`src/rtl/cpu_types_pkg.sv`:
```
// ---------------------------------------------------------------------------
// cpu_types_pkg
// Purpose : CPU-wide scalar types shared across the datapath.
// Contents: WORD_W and word_t, the machine word used for counters and data.
// ---------------------------------------------------------------------------
package cpu_types_pkg;

    localparam int WORD_W = 32;

    typedef logic [WORD_W-1:0] word_t;

endpackage : cpu_types_pkg

```
`src/rtl/dp_types_pkg.sv`:
```
// ---------------------------------------------------------------------------
// dp_types_pkg
// Purpose : Datapath-local types.
// Contents: ru_state_t, the request unit sequencing state.
// ---------------------------------------------------------------------------
package dp_types_pkg;

    // FETCH : instruction fetch outstanding, waiting for ihit
    // DATA  : data access outstanding, waiting for dhit
    // HALT  : absorbing stop state, left only through reset
    typedef enum logic [1:0] {
        FETCH = 2'd0,
        DATA  = 2'd1,
        HALT  = 2'd2
    } ru_state_t;

endpackage : dp_types_pkg

```
`src/rtl/request_unit.sv`:
```
// ---------------------------------------------------------------------------
// request_unit
// Purpose : Sequences instruction and data memory requests for a multi-cycle
//           CPU and generates the one-cycle commit strobe (pc_en).
//
// Ports
//   CLK        in   system clock, rising edge
//   nRST       in   asynchronous active-low reset
//   ihit       in   instruction word valid this cycle
//   dhit       in   pending data access completed this cycle
//   dREN/dWEN  in   decode of current instruction: data read / data write
//   halt       in   decode of current instruction: HALT
//   imemREN    out  instruction fetch request (FETCH state only)
//   dmemREN    out  registered data read request
//   dmemWEN    out  registered data write request
//   pc_en      out  commit pulse: advance PC, write register file
//   halted     out  sticky halt indication
//   stall_cnt  out  cycles spent waiting on dhit (REQUEST_UNIT_PERF_EN only)
//
// Configuration
//   REQUEST_UNIT_PERF_EN : when defined, adds the stall_cnt port and a
//                          saturating data-wait counter.
// ---------------------------------------------------------------------------
module request_unit
    import cpu_types_pkg::*;
    import dp_types_pkg::*;
(
    input  logic  CLK,
    input  logic  nRST,
    input  logic  ihit,
    input  logic  dhit,
    input  logic  dREN,
    input  logic  dWEN,
    input  logic  halt,
    output logic  imemREN,
    output logic  dmemREN,
    output logic  dmemWEN,
    output logic  pc_en,
    output logic  halted
`ifdef REQUEST_UNIT_PERF_EN
    ,
    output word_t stall_cnt
`endif
);

    ru_state_t state_reg;
    logic      dmem_ren_reg;
    logic      dmem_wen_reg;

    // Instruction-side decode qualifiers, only meaningful while fetching.
    logic fetch_hit;
    logic fetch_mem_op;

    assign fetch_hit    = (state_reg == FETCH) && ihit;
    assign fetch_mem_op = dREN || dWEN;

    // -----------------------------------------------------------------------
    // Sequencing FSM with registered data request bits
    // -----------------------------------------------------------------------
    always_ff @(posedge CLK or negedge nRST) begin
        if (!nRST) begin
            state_reg    <= FETCH;
            dmem_ren_reg <= 1'b0;
            dmem_wen_reg <= 1'b0;
        end else begin
            case (state_reg)
                FETCH: begin
                    if (ihit) begin
                        // HALT outranks any memory op decoded alongside it,
                        // so a halting store never reaches memory.
                        if (halt) begin
                            state_reg <= HALT;
                        end else if (fetch_mem_op) begin
                            state_reg    <= DATA;
                            // A write wins if decode flags both directions.
                            dmem_ren_reg <= dREN && !dWEN;
                            dmem_wen_reg <= dWEN;
                        end
                    end
                end
                DATA: begin
                    // Request bits stay stable until memory acknowledges.
                    if (dhit) begin
                        state_reg    <= FETCH;
                        dmem_ren_reg <= 1'b0;
                        dmem_wen_reg <= 1'b0;
                    end
                end
                HALT: begin
                    state_reg    <= HALT;
                    dmem_ren_reg <= 1'b0;
                    dmem_wen_reg <= 1'b0;
                end
                default: begin
                    state_reg    <= FETCH;
                    dmem_ren_reg <= 1'b0;
                    dmem_wen_reg <= 1'b0;
                end
            endcase
        end
    end

    // -----------------------------------------------------------------------
    // Output decode
    // pc_en is combinational so that an ALU-only instruction commits in the
    // same cycle its word arrives, and a memory instruction commits in the
    // cycle dhit arrives. Each instruction yields exactly one pulse because
    // the two terms are mutually exclusive on state.
    // -----------------------------------------------------------------------
    assign imemREN = (state_reg == FETCH);
    assign dmemREN = dmem_ren_reg;
    assign dmemWEN = dmem_wen_reg;
    assign halted  = (state_reg == HALT);
    assign pc_en   = (fetch_hit && !halt && !fetch_mem_op)
                   || ((state_reg == DATA) && dhit);

`ifdef REQUEST_UNIT_PERF_EN
    // -----------------------------------------------------------------------
    // Data-wait counter: counts cycles in DATA without dhit, saturating.
    // It naturally holds in HALT since DATA is never re-entered.
    // -----------------------------------------------------------------------
    word_t stall_cnt_reg;

    always_ff @(posedge CLK or negedge nRST) begin
        if (!nRST) begin
            stall_cnt_reg <= '0;
        end else if ((state_reg == DATA) && !dhit && (stall_cnt_reg != '1)) begin
            stall_cnt_reg <= stall_cnt_reg + word_t'(1);
        end
    end

    assign stall_cnt = stall_cnt_reg;
`endif

endmodule : request_unit

```
`config.mk`:
```
export PLATFORM = sky130hd
export DESIGN_NAME = request_unit
export DESIGN_NICKNAME = d
export VERILOG_FILES = /design/src/rtl/cpu_types_pkg.sv /design/src/rtl/dp_types_pkg.sv /design/src/rtl/request_unit.sv
export SDC_FILE = /design/constraint.sdc
export NUM_CORES = 1
export LEC_CHECK = 0
export BUFFER_PORTS_ARGS = -buffer_cell sky130_fd_sc_hd__buf_2
export CELL_PAD_IN_SITES_DETAIL_PLACEMENT = 0
export CELL_PAD_IN_SITES_GLOBAL_PLACEMENT = 2
export CORE_AREA = 4 4 41 43
export CTS_BUF_LIST = sky130_fd_sc_hd__clkbuf_4
export CTS_CLUSTER_SIZE = 20
export DETAILED_ROUTE_END_ITERATION = 12
export DIE_AREA = 0 0 45 47
export PLACE_DENSITY_LB_ADDON = 0.08
export SYNTH_ARGS = -nofsm -noshare
export SYNTH_HDL_FRONTEND = slang
export SYNTH_SLANG_ARGS = --single-unit
```
`constraint.sdc`:
```
create_clock -name CLK -period 2.55 [get_ports CLK]
set_input_delay 0.255 -clock CLK [delete_from_list [all_inputs] [get_ports CLK]]
set_output_delay 0.255 -clock CLK [all_outputs]
set_load 0.02 [all_outputs]
```
Word-level counts from Yosys, hierarchy flattened
Index checks and enable logic that the tools add are counted.
{"block": "word_totals", "reg_bits": 4, "in_bits": 7, "out_inout_bits": 5, "wordCells": 37}
{"block": "classes", "eq_ne": 7, "muxes": 14, "n_reduce_logical": 13}
{"operator": "$mux 2", "n": 4}
{"operator": "$mux 1", "n": 7}
{"operator": "$ne 2x2->1 const B", "n": 3}
{"operator": "$pmux 2 s3", "n": 1}
{"operator": "$logic_and 1x1->1", "n": 5}
{"operator": "$pmux 1 s2", "n": 2}
{"operator": "$reduce_and 4->1", "n": 1}
{"operator": "$logic_not 1->1", "n": 3}
{"operator": "$ne 3x2->1 const B", "n": 1}
{"operator": "$reduce_and 3->1", "n": 1}
{"operator": "$eq 2x1->1 const B", "n": 1}
{"operator": "$eq 2x2->1 const B", "n": 1}
{"operator": "$logic_not 2->1", "n": 1}
{"operator": "$logic_or 1x1->1", "n": 2}
{"operator": "$ne 2x1->1 const B", "n": 1}

Longest topological paths before layout
Gate-level depths: netlist of the first run.
{"block": "depth", "word_depth": 6, "mapped_depth": 4}

Worst setup path before layout of the first run
No wires, ideal clock.
{"block": "synth_timing", "kind": "register to output", "from": "register state_reg[0]", "to": "output port pc_en", "arrival_time_ps": 1034, "required_ps": 2295, "setup_slack_ps": 1261, "path_stages_with_launch": 5, "path_buffers": 1, "path_cell_list": "dfrtp_1 -> buf_6 -> nor3b_1 -> a22oi_1 -> nor2_1"}
{"block": "synth_between", "elab_chain_cells": 5, "elab_cells_between_ends": 7, "cone_classes": "eq/ne: 1; reduce/logical: 6"}
{"item": "from (decl)", "line": "request_unit.sv:46", "rtl": "ru_state_t state_reg;"}
{"item": "from (signal assigned)", "line": "request_unit.sv:62", "rtl": "state_reg <= FETCH;"}
{"item": "from (signal assigned)", "line": "request_unit.sv:72", "rtl": "state_reg <= HALT;"}
{"item": "from (signal assigned)", "line": "request_unit.sv:74", "rtl": "state_reg <= DATA;"}
{"item": "$logic_not 2->1", "line": "request_unit.sv:54", "rtl": "assign fetch_hit = (state_reg == FETCH) && ihit;"}
{"item": "$logic_and 1x1->1", "line": "request_unit.sv:54"}
{"item": "$logic_and 1x1->1 (2 in a row)", "line": "request_unit.sv:114", "rtl": "assign pc_en = (fetch_hit && !halt && !fetch_mem_op)"}
{"item": "$logic_or 1x1->1 *", "line": "request_unit.sv:115", "rtl": "|| ((state_reg == DATA) && dhit);"}
{"item": "to (decl)", "line": "request_unit.sv:38", "rtl": "output logic pc_en,"}
Mark *: on every way between the ends. The rest lies on a longest branch, timed or not.

Worst setup path after layout of the first run
Same ends and word-level chain as after synthesis.

==> results.cfg, run 1 <==
[timing]
whs_ns = 0.290
max_slew_margin_pct = 79.2
period_minus_slack_ns = 1.56
final_hold_viol_count = 0
fmax_ghz = 0.642
setup_violations = 0
slew_viol_final = 0
period_share_pct = 61.1
finClkSkew_ns = 0.00667
worst_slack_ns = 0.993
finalSetupTns_ns = 0
tightestPinTransition_ns = 0.313
rsz0062_at_grt = no

[worst_setup_path]
crit_required_ns = 2.30
start_kind = flop
max_stage_delay_ns = 0.48
worstSetupPathType = reg2out
endpoint_kind = primary output
crit_path_cell_trace = nor3b_1 -> a22oi_1 -> nor2_1 -> buf_2
critical_path_buf_inv_count = 1
critical_path.top_delay_family = flip-flops
cp_slowest_cell = dfrtp_1
arrival_ns = 1.30
critical_path_peak_fanout = 8

[die]
start_util_pct = 20.6
die_area_um2 = 2120
core_um2 = 1300
io_pins = 12
die_x_um = 45
row_count = 13
dieHeight_um = 47

[placement]
io_buffers = 11
dp_cells = 54
post-place-ws_ns = 1.23
hpwl_um = 559
placed_cell_area_um2 = 330
gp_congestion = 0.791

[clock_network]
cts.path.max_buffers = 2
clk_pin_slew_ns = 0.04
clk_latency_ns = 0.24
cts.sinks = 4
postCtsSetupRepairBufs = 0
cts_tree = done
root_buffer = clkbuf_4
cts_made_buffers = 3
h-tree-depth = 1

[pwr]
p_total_mw = 0.426
vdd_drop_max_mv = 0.410
p_leak_nw = 0.179
power_density_nw_per_um2 = 1170

[final_layout]
final_area_um2 = 363
final_util_pct = 27.9
fin_nets = 52
antenna_cells = 0
fillCellCount = 153
final_cell_count_no_fill = 58
area_delta_synth_final_pct = 35.5
largest_reg_flops = 2
drive_above_1_share_pct = 39.5

[route]
vias_per_cell = 4.71
drc = 0
drt-initial-drc-count = 10
avgRoutedWirePerCell_um = 11.5
finalWirelength_um = 668
via_count = 273
ant_nets = 0
first_pass_iters = 4

[global_routing]
grt_pass1_wl_mm = 1.01
antenna_found_initial = 0
grtUsageTotal_pct = 7.30
grt_max_degree = 9
grt_pass1_vias = 253
overflow = 0

[yosys]
syn-instance-count = 29
synth.largest_area_cell = dfrtp_1
ys_top_cells_by_area = dfrtp_1 (37%), mux2i_4 (8.4%), nor2_1 (7.0%)
ys_types = 18
ys.warnings.count = 0
synth-seq-cells = 4
postSynthAreaPerCell_um2 = 9.23
seq_area_frac_synth_pct = 37.4
syn-num-nets = 36
synth.top_cell.area_share_pct = 37.4
synth_area_um2 = 268

[flow_run]
cap_viol_max_count = 0

[hold_path]
hold_class = in2reg

[run_status]
status = complete, no violations
-- worst register-to-register path, delay by kind of cell, from the launching register on --
| family | cells | cell delay (ns) |
|---|---|---|
| flops | 1 | 0.51 |
| mux | 1 | 0.33 |
| compound gates | 2 | 0.29 |
-- power by group --
group | total, mW | switching [mW] | internal, mW
combinational | 0.216 | 0.125 | 0.0908
sequential | 0.132 | 0.0382 | 0.0935
clock | 0.0787 | 0.0260 | 0.0526
-- worst paths after layout --
kind                                             to                startpoint  depth (start not counted)  slack (ns)
setup / recovery                              pc_en  state_reg[0]$_DFFE_PN0P_                          4        0.99
hold / removal                  dmemWEN$_DFFE_PN0P_                      dWEN                          3        0.29
setup reg to reg           state_reg[0]$_DFFE_PN0P_  state_reg[0]$_DFFE_PN0P_                          3        1.31
hold reg to reg                 dmemWEN$_DFFE_PN0P_       dmemWEN$_DFFE_PN0P_                          2        0.54
max in group asynchronous  state_reg[1]$_DFFE_PN0P_                      nRST                          2        2.06
min in group asynchronous       dmemWEN$_DFFE_PN0P_                      nRST                          2        0.36
-- routing by layer --
metal,vias to the layer above,global-route usage (%),share of wire [%]
li1,132,-,-
met1,132,6.45,38
met2,9,11.6,52
met3,0,6.51,9.9
met4,0,3.51,0
met5,-,0,0
-- cell usage after synthesis (all sizes together) --
cell    instances
a21oi           2
a22oi           2
and2            1
buf             1
dfrtp           4
inv             3
mux2i           1
nand2           1
nand2b          1
nand3           1
nand3b          1
nor2            5
nor3            1
nor3b           1
o211ai          2
o22a            1
o22ai           1
-- what timing repair did --
action | 4_1_cts | 5_1_grt
hold buffers | 1 | 0
endpoints found under the hold margin | 4 | 0
setup endpoints to repair | 0 | 0
gates resized for setup | 0 | 0
-- cell type report --
| cell class | count | area, µm² | area share (%) |
|---|---|---|---|
| Clock buffer | 3 | 22.5 | 6.21 |
| Timing Repair Buffer | 12 | 65.1 | 17.9 |
| Tap cell | 15 | 18.8 | 5.17 |
| Multi-Input combinational cell | 21 | 145 | 40.0 |
| Sequential cell | 4 | 100 | 27.6 |
| Inverter | 3 | 11.3 | 3.10 |
-- cells by family after synthesis --
group / synth area share, %
buf+inv: 8.41
flops: 37.4
simple gates: 23.4
compound gates: 22.4
mux: 8.41
-- cells in the final DEF (no fill, tap or decap), drive strengths merged --
master and instances:
inv 3, nand3 1, o22ai 1, a21oi 2, dlygate4sd3 1, mux2i 1
nand2b 1, and2 1, a22oi 2, nor3b 1, o22a 1, clkbuf 3
nand3b 1, o211ai 2, buf 11, dfrtp 4, nor3 1, nor2 5
nand2 1
No activity file was read; power rests on OpenSTA's default activity.
==> inputs of run 2 (changes only) <==
==> constraint.sdc (replaced) <==
create_clock -name CLK -period 1.6 [get_ports CLK]
set_input_delay 0.16 -clock CLK [delete_from_list [all_inputs] [get_ports CLK]]
set_output_delay 0.16 -clock CLK [all_outputs]
set_load 0.02 [all_outputs]
==> results.cfg, run 2 (synthesized netlist as in run 1, its figures left out) <==
[route]
via_count = 267
finalWirelength_um = 685
drc = 0
avgRoutedWirePerCell_um = 11.8
drt-initial-drc-count = 3
vias_per_cell = 4.60
first_pass_iters = 3
ant_nets = 0

[timing]
tightestPinTransition_ns = 0.248
rsz0062_at_grt = no
max_slew_margin_pct = 83.3
slew_viol_final = 0
finClkSkew_ns = 0.00645
finalSetupTns_ns = 0
final_hold_viol_count = 0
setup_violations = 0
worst_slack_ns = 0.205
period_minus_slack_ns = 1.40
whs_ns = 0.198
fmax_ghz = 0.717
period_share_pct = 87.2

[clock_network]
root_buffer = clkbuf_4
cts_made_buffers = 3
clk_latency_ns = 0.24
h-tree-depth = 1
cts_tree = done
cts.sinks = 4
clk_pin_slew_ns = 0.04
cts.path.max_buffers = 2

[pwr]
power_density_nw_per_um2 = 1880
p_seq_share_pct = 31.2
swShare_pct = 44.4
switchingPower_mw = 0.304
p_leak_nw = 0.177
pwr-share-comb_pct = 50.6
p_clk_share_pct = 18.3
vdd_drop_max_mv = 0.629
cellInternalPower_mw = 0.381

[global_routing]
overflow = 0
grt_pass1_wl_mm = 1.15
grt_pass1_vias = 289
grt_max_degree = 9
antenna_found_initial = 0
grtUsageTotal_pct = 8.33

[final_layout]
layout_common_cells = buf_2 (11), nor2_1 (5), inv_1 (3), clkbuf_4 (3), dfrtp_1 (3)
antenna_cells = 0
final_common_cell = buf_2
fin_nets = 52
fillCellCount = 157
area_delta_synth_final_pct = 36.0
drive_above_1_share_pct = 41.9
largest_reg_flops = 2

[worst_setup_path]
worstSetupPathType = reg2out
crit_path_cell_trace = nor3b_1 -> a22oi_1 -> nor2_1 -> buf_2
cp_slowest_cell = dfrtp_2
arrival_ns = 1.24
crit_required_ns = 1.44
endpoint_kind = primary output
crit_cells = 4
critical_path_buf_inv_count = 1
start_kind = flop
reg2reg_depth = 3
max_stage_delay_ns = 0.46
critical_path_peak_fanout = 8
critical_path.top_delay_family = flip-flops

[placement]
post-place-ws_ns = 0.361
gp_congestion = 0.755
hpwl_um = 559
io_buffers = 11

[die]
io_pins = 12
core_um2 = 1300
start_util_pct = 20.6
row_count = 13
dieHeight_um = 47
die_area_um2 = 2120
die_x_um = 45

[run_status]
status = complete, no violations

[flow_run]
cap_viol_max_count = 0

[hold_path]
hold_class = in2reg
holdPathStages = 3
-- run 2: cell types whose count changed in the layout (fill, tap and decap cells not counted) --
cell / before / now
dfrtp_2: 0 / 1
dfrtp_1: 4 / 3
-- run 2: path summary, 6_finish.rpt --
| path | from | to | slack [ns] |
|---|---|---|---|
| setup / recovery | state_reg[0]$_DFFE_PN0P_ | pc_en | 0.20 |
| hold / removal | dWEN | dmemWEN$_DFFE_PN0P_ | 0.20 |
| setup reg to reg | state_reg[0]$_DFFE_PN0P_ | state_reg[0]$_DFFE_PN0P_ | 0.45 |
| hold reg to reg | dmemWEN$_DFFE_PN0P_ | dmemWEN$_DFFE_PN0P_ | 0.54 |
| max in group asynchronous | nRST | state_reg[0]$_DFFE_PN0P_ | 1.20 |
| min in group asynchronous | nRST | dmemWEN$_DFFE_PN0P_ | 0.26 |
-- run 2: worst register-to-register path, cell delays in order, from the launching register on --
cell and delay [ns]:
dfrtp_2 0.45, mux2i_4 0.29, a21oi_1 0.10, o22a_1 0.20
-- run 2: timing repair --
action,CTS,global route
hold buffers,1,0
endpoints found under the hold margin,4,0
endpoints found under the setup margin,0,1
buffers inserted,0,0
gates resized for setup,0,1
-- run 2: power by group through the flow --
stage	Sequential, mW	Combinational (mW)	Clock (mW)
3_3_place_gp	0.213	0.359	0
2_1_floorplan	0.210	0.265	0
3_5_place_dp	0.213	0.349	0
4_1_cts	0.212	0.351	0.129
6_report	0.213	0.346	0.125
5_1_grt	0.228	0.377	0.142
-- run 2: per-layer routing --
layer	up-vias	wire (µm)	GRT usage, %	share of wire [%]
li1	131	-	-	-
met1	125	250	6.68	36
met2	9	347	13.0	51
met3	2	76	8.05	11
met4	0	10	5.26	1.5
met5	-	0	0	0
-- run 2: cell type report --
type | count | area, µm² | area share (%)
Multi-Input combinational cell | 21 | 145 | 39.9
Sequential cell | 4 | 101 | 27.8
Timing Repair Buffer | 12 | 65.1 | 17.9
Clock buffer | 3 | 22.5 | 6.19
Tap cell | 15 | 18.8 | 5.15
Inverter | 3 | 11.3 | 3.09
-- run 2: per-stage QoR --
stage	utilization (%)	instances	area [µm²]	power [mW]
CTS	27.9	58	363	0.692
detailed placement	25.4	54	330	0.562
floorplan	-	29	268	0.475
global route	28.0	58	364	0.747
global placement	25.4	54	330	0.572
finish	28.0	58	364	0.685
==> inputs of run 3 (changes only) <==
--- a/config.mk
+++ b/config.mk
@@ -14,6 +14,7 @@
 export DETAILED_ROUTE_END_ITERATION = 12
 export DIE_AREA = 0 0 45 47
 export PLACE_DENSITY_LB_ADDON = 0.08
+export SETUP_SLACK_MARGIN = 0.4
 export SYNTH_ARGS = -nofsm -noshare
 export SYNTH_HDL_FRONTEND = slang
 export SYNTH_SLANG_ARGS = --single-unit
==> results.cfg, run 3 (synthesized netlist as in run 1, its figures left out) <==
[worst_setup_path]
crit_path_cell_trace = buf_4 -> a22oi_2 -> nor2_1 -> buf_4
crit_required_ns = 1.44
start_kind = flop
endpoint_kind = primary output
critical_path_peak_fanout = 4
crit_top_cell = buf_4
cp_slowest_cell = dfrtp_2
reg2reg_depth = 4
max_stage_delay_ns = 0.41
worstSetupPathType = reg2out
arrival_ns = 1.14

[global_routing]
grtUsageTotal_pct = 8.31
overflow = 0
grt_pass1_vias = 287
grt_max_degree = 6
antenna_found_initial = 0
grt_pass1_wl_mm = 1.19

[route]
avgRoutedWirePerCell_um = 11.5
first_pass_iters = 2
finalWirelength_um = 688
drc = 0
via_count = 280
ant_nets = 0
drt-initial-drc-count = 4
vias_per_cell = 4.67

[flow_run]
cap_viol_max_count = 0

[placement]
io_buffers = 11
gp_congestion = 0.653
hpwl_um = 562

[die]
core_um2 = 1300
die_x_um = 45
row_count = 13
die_area_um2 = 2120
io_pins = 12
dieHeight_um = 47
start_util_pct = 20.6

[timing]
finClkSkew_ns = 0.00353
fmax_ghz = 0.766
max_slew_margin_pct = 81.7
rsz0062_at_grt = yes
setup_violations = 0
whs_ns = 0.200
final_hold_viol_count = 0
finalSetupTns_ns = 0
tightestPinTransition_ns = 0.273
period_minus_slack_ns = 1.30
slew_viol_final = 0
period_share_pct = 81.5

[clock_network]
cts.sinks = 4
cts_tree = done
root_buffer = clkbuf_4
clk_pin_slew_ns = 0.04
cts_made_buffers = 3
cts.path.max_buffers = 2
h-tree-depth = 1
clk_latency_ns = 0.24

[pwr]
vdd_drop_max_mv = 0.767
power_density_nw_per_um2 = 1900
p_leak_nw = 0.190

[hold_path]
holdPathStages = 3
hold_class = in2reg

[final_layout]
fin_nets = 54
layout_common_cells = buf_2 (8), buf_4 (5), nor2_1 (4)
fillCellCount = 141
antenna_cells = 0
area_delta_synth_final_pct = 49.5
drive_above_1_share_pct = 55.6
final_common_cell = buf_2
largest_reg_flops = 2

[run_status]
status = complete, no violations
## run 3: changes by cell type in the layout (fill, tap and decap cells not counted)
cell | previous run | this run
a22oi_1 | 2 | 1
a22oi_2 | 0 | 1
buf_2 | 11 | 8
buf_4 | 0 | 5
dfrtp_1 | 3 | 2
dfrtp_2 | 1 | 2
inv_1 | 3 | 2
inv_2 | 0 | 1
nor2_1 | 5 | 4
nor2_2 | 0 | 1
nor3b_1 | 1 | 0
nor3b_2 | 0 | 1
## run 3: critical path: cells and delay by family (launching register included)
kind	cells	cell delay (ns)
DFF	1	0.41
buffers and inverters	2	0.31
AOI/OAI and AO/OA	1	0.14
and+or+nand+nor	1	0.05
## run 3: stage by stage
stage | power (mW) | setup WS, ns | instances | utilization, % | cell area, µm²
6_report | 0.760 | 0.295 | 60 | 30.8 | 400
4_1_cts | 0.757 | 0.287 | 60 | 30.5 | 397
3_5_place_dp | 0.571 | 0.351 | 54 | 25.6 | 333
2_1_floorplan | 0.482 | 0.404 | 29 | - | 270
3_3_place_gp | 0.573 | 0.351 | 54 | 25.6 | 333
5_1_grt | 0.827 | 0.242 | 60 | 30.8 | 400
## run 3: per-layer routing
layer | vias up | track usage, % | share of wire [%]
met2 | 11 | 12.4 | 50
met5 | - | 0 | 0
li1 | 136 | - | -
met4 | 0 | 3.51 | 0
met1 | 133 | 8.70 | 39
met3 | 0 | 6.51 | 11
## run 3: layout make-up
cell class | count | area [µm²] | share of cell area, %
well taps | 15 | 18.8 | 4.69
clock buffers | 3 | 22.5 | 5.62
repair buffers | 14 | 87.6 | 21.9
flip-flops and latches | 4 | 103 | 25.6
inverters | 3 | 11.3 | 2.81
multi-input cells | 21 | 158 | 39.4
## run 3: timing repair
| item | 4_1_cts | 5_1_grt |
|---|---|---|
| gates resized for setup | 5 | 3 |
| setup endpoints to repair | 6 | 6 |
| hold buffers | 1 | 0 |
| buffers inserted | 2 | 0 |
| hold endpoints to repair | 4 | 0 |
| pin swaps | 1 | 0 |
## run 3: path summary, 6_finish.rpt
check | startpoint | end | slack (ns)
min in group asynchronous | nRST | dmemWEN$_DFFE_PN0P_ | 0.26
max in group asynchronous | nRST | state_reg[0]$_DFFE_PN0P_ | 1.20
worst max-delay path | state_reg[0]$_DFFE_PN0P_ | pc_en | 0.30
worst max register to register | state_reg[0]$_DFFE_PN0P_ | state_reg[0]$_DFFE_PN0P_ | 0.40
worst min-delay path | dWEN | dmemWEN$_DFFE_PN0P_ | 0.20
worst min register to register | dmemWEN$_DFFE_PN0P_ | dmemWEN$_DFFE_PN0P_ | 0.54
## run 3: power by group
group	leakage, nW	switching (mW)	internal, mW
Clock	0.0138	0.0386	0.0836
Combinational	0.126	0.236	0.200
Sequential	0.0494	0.0470	0.154
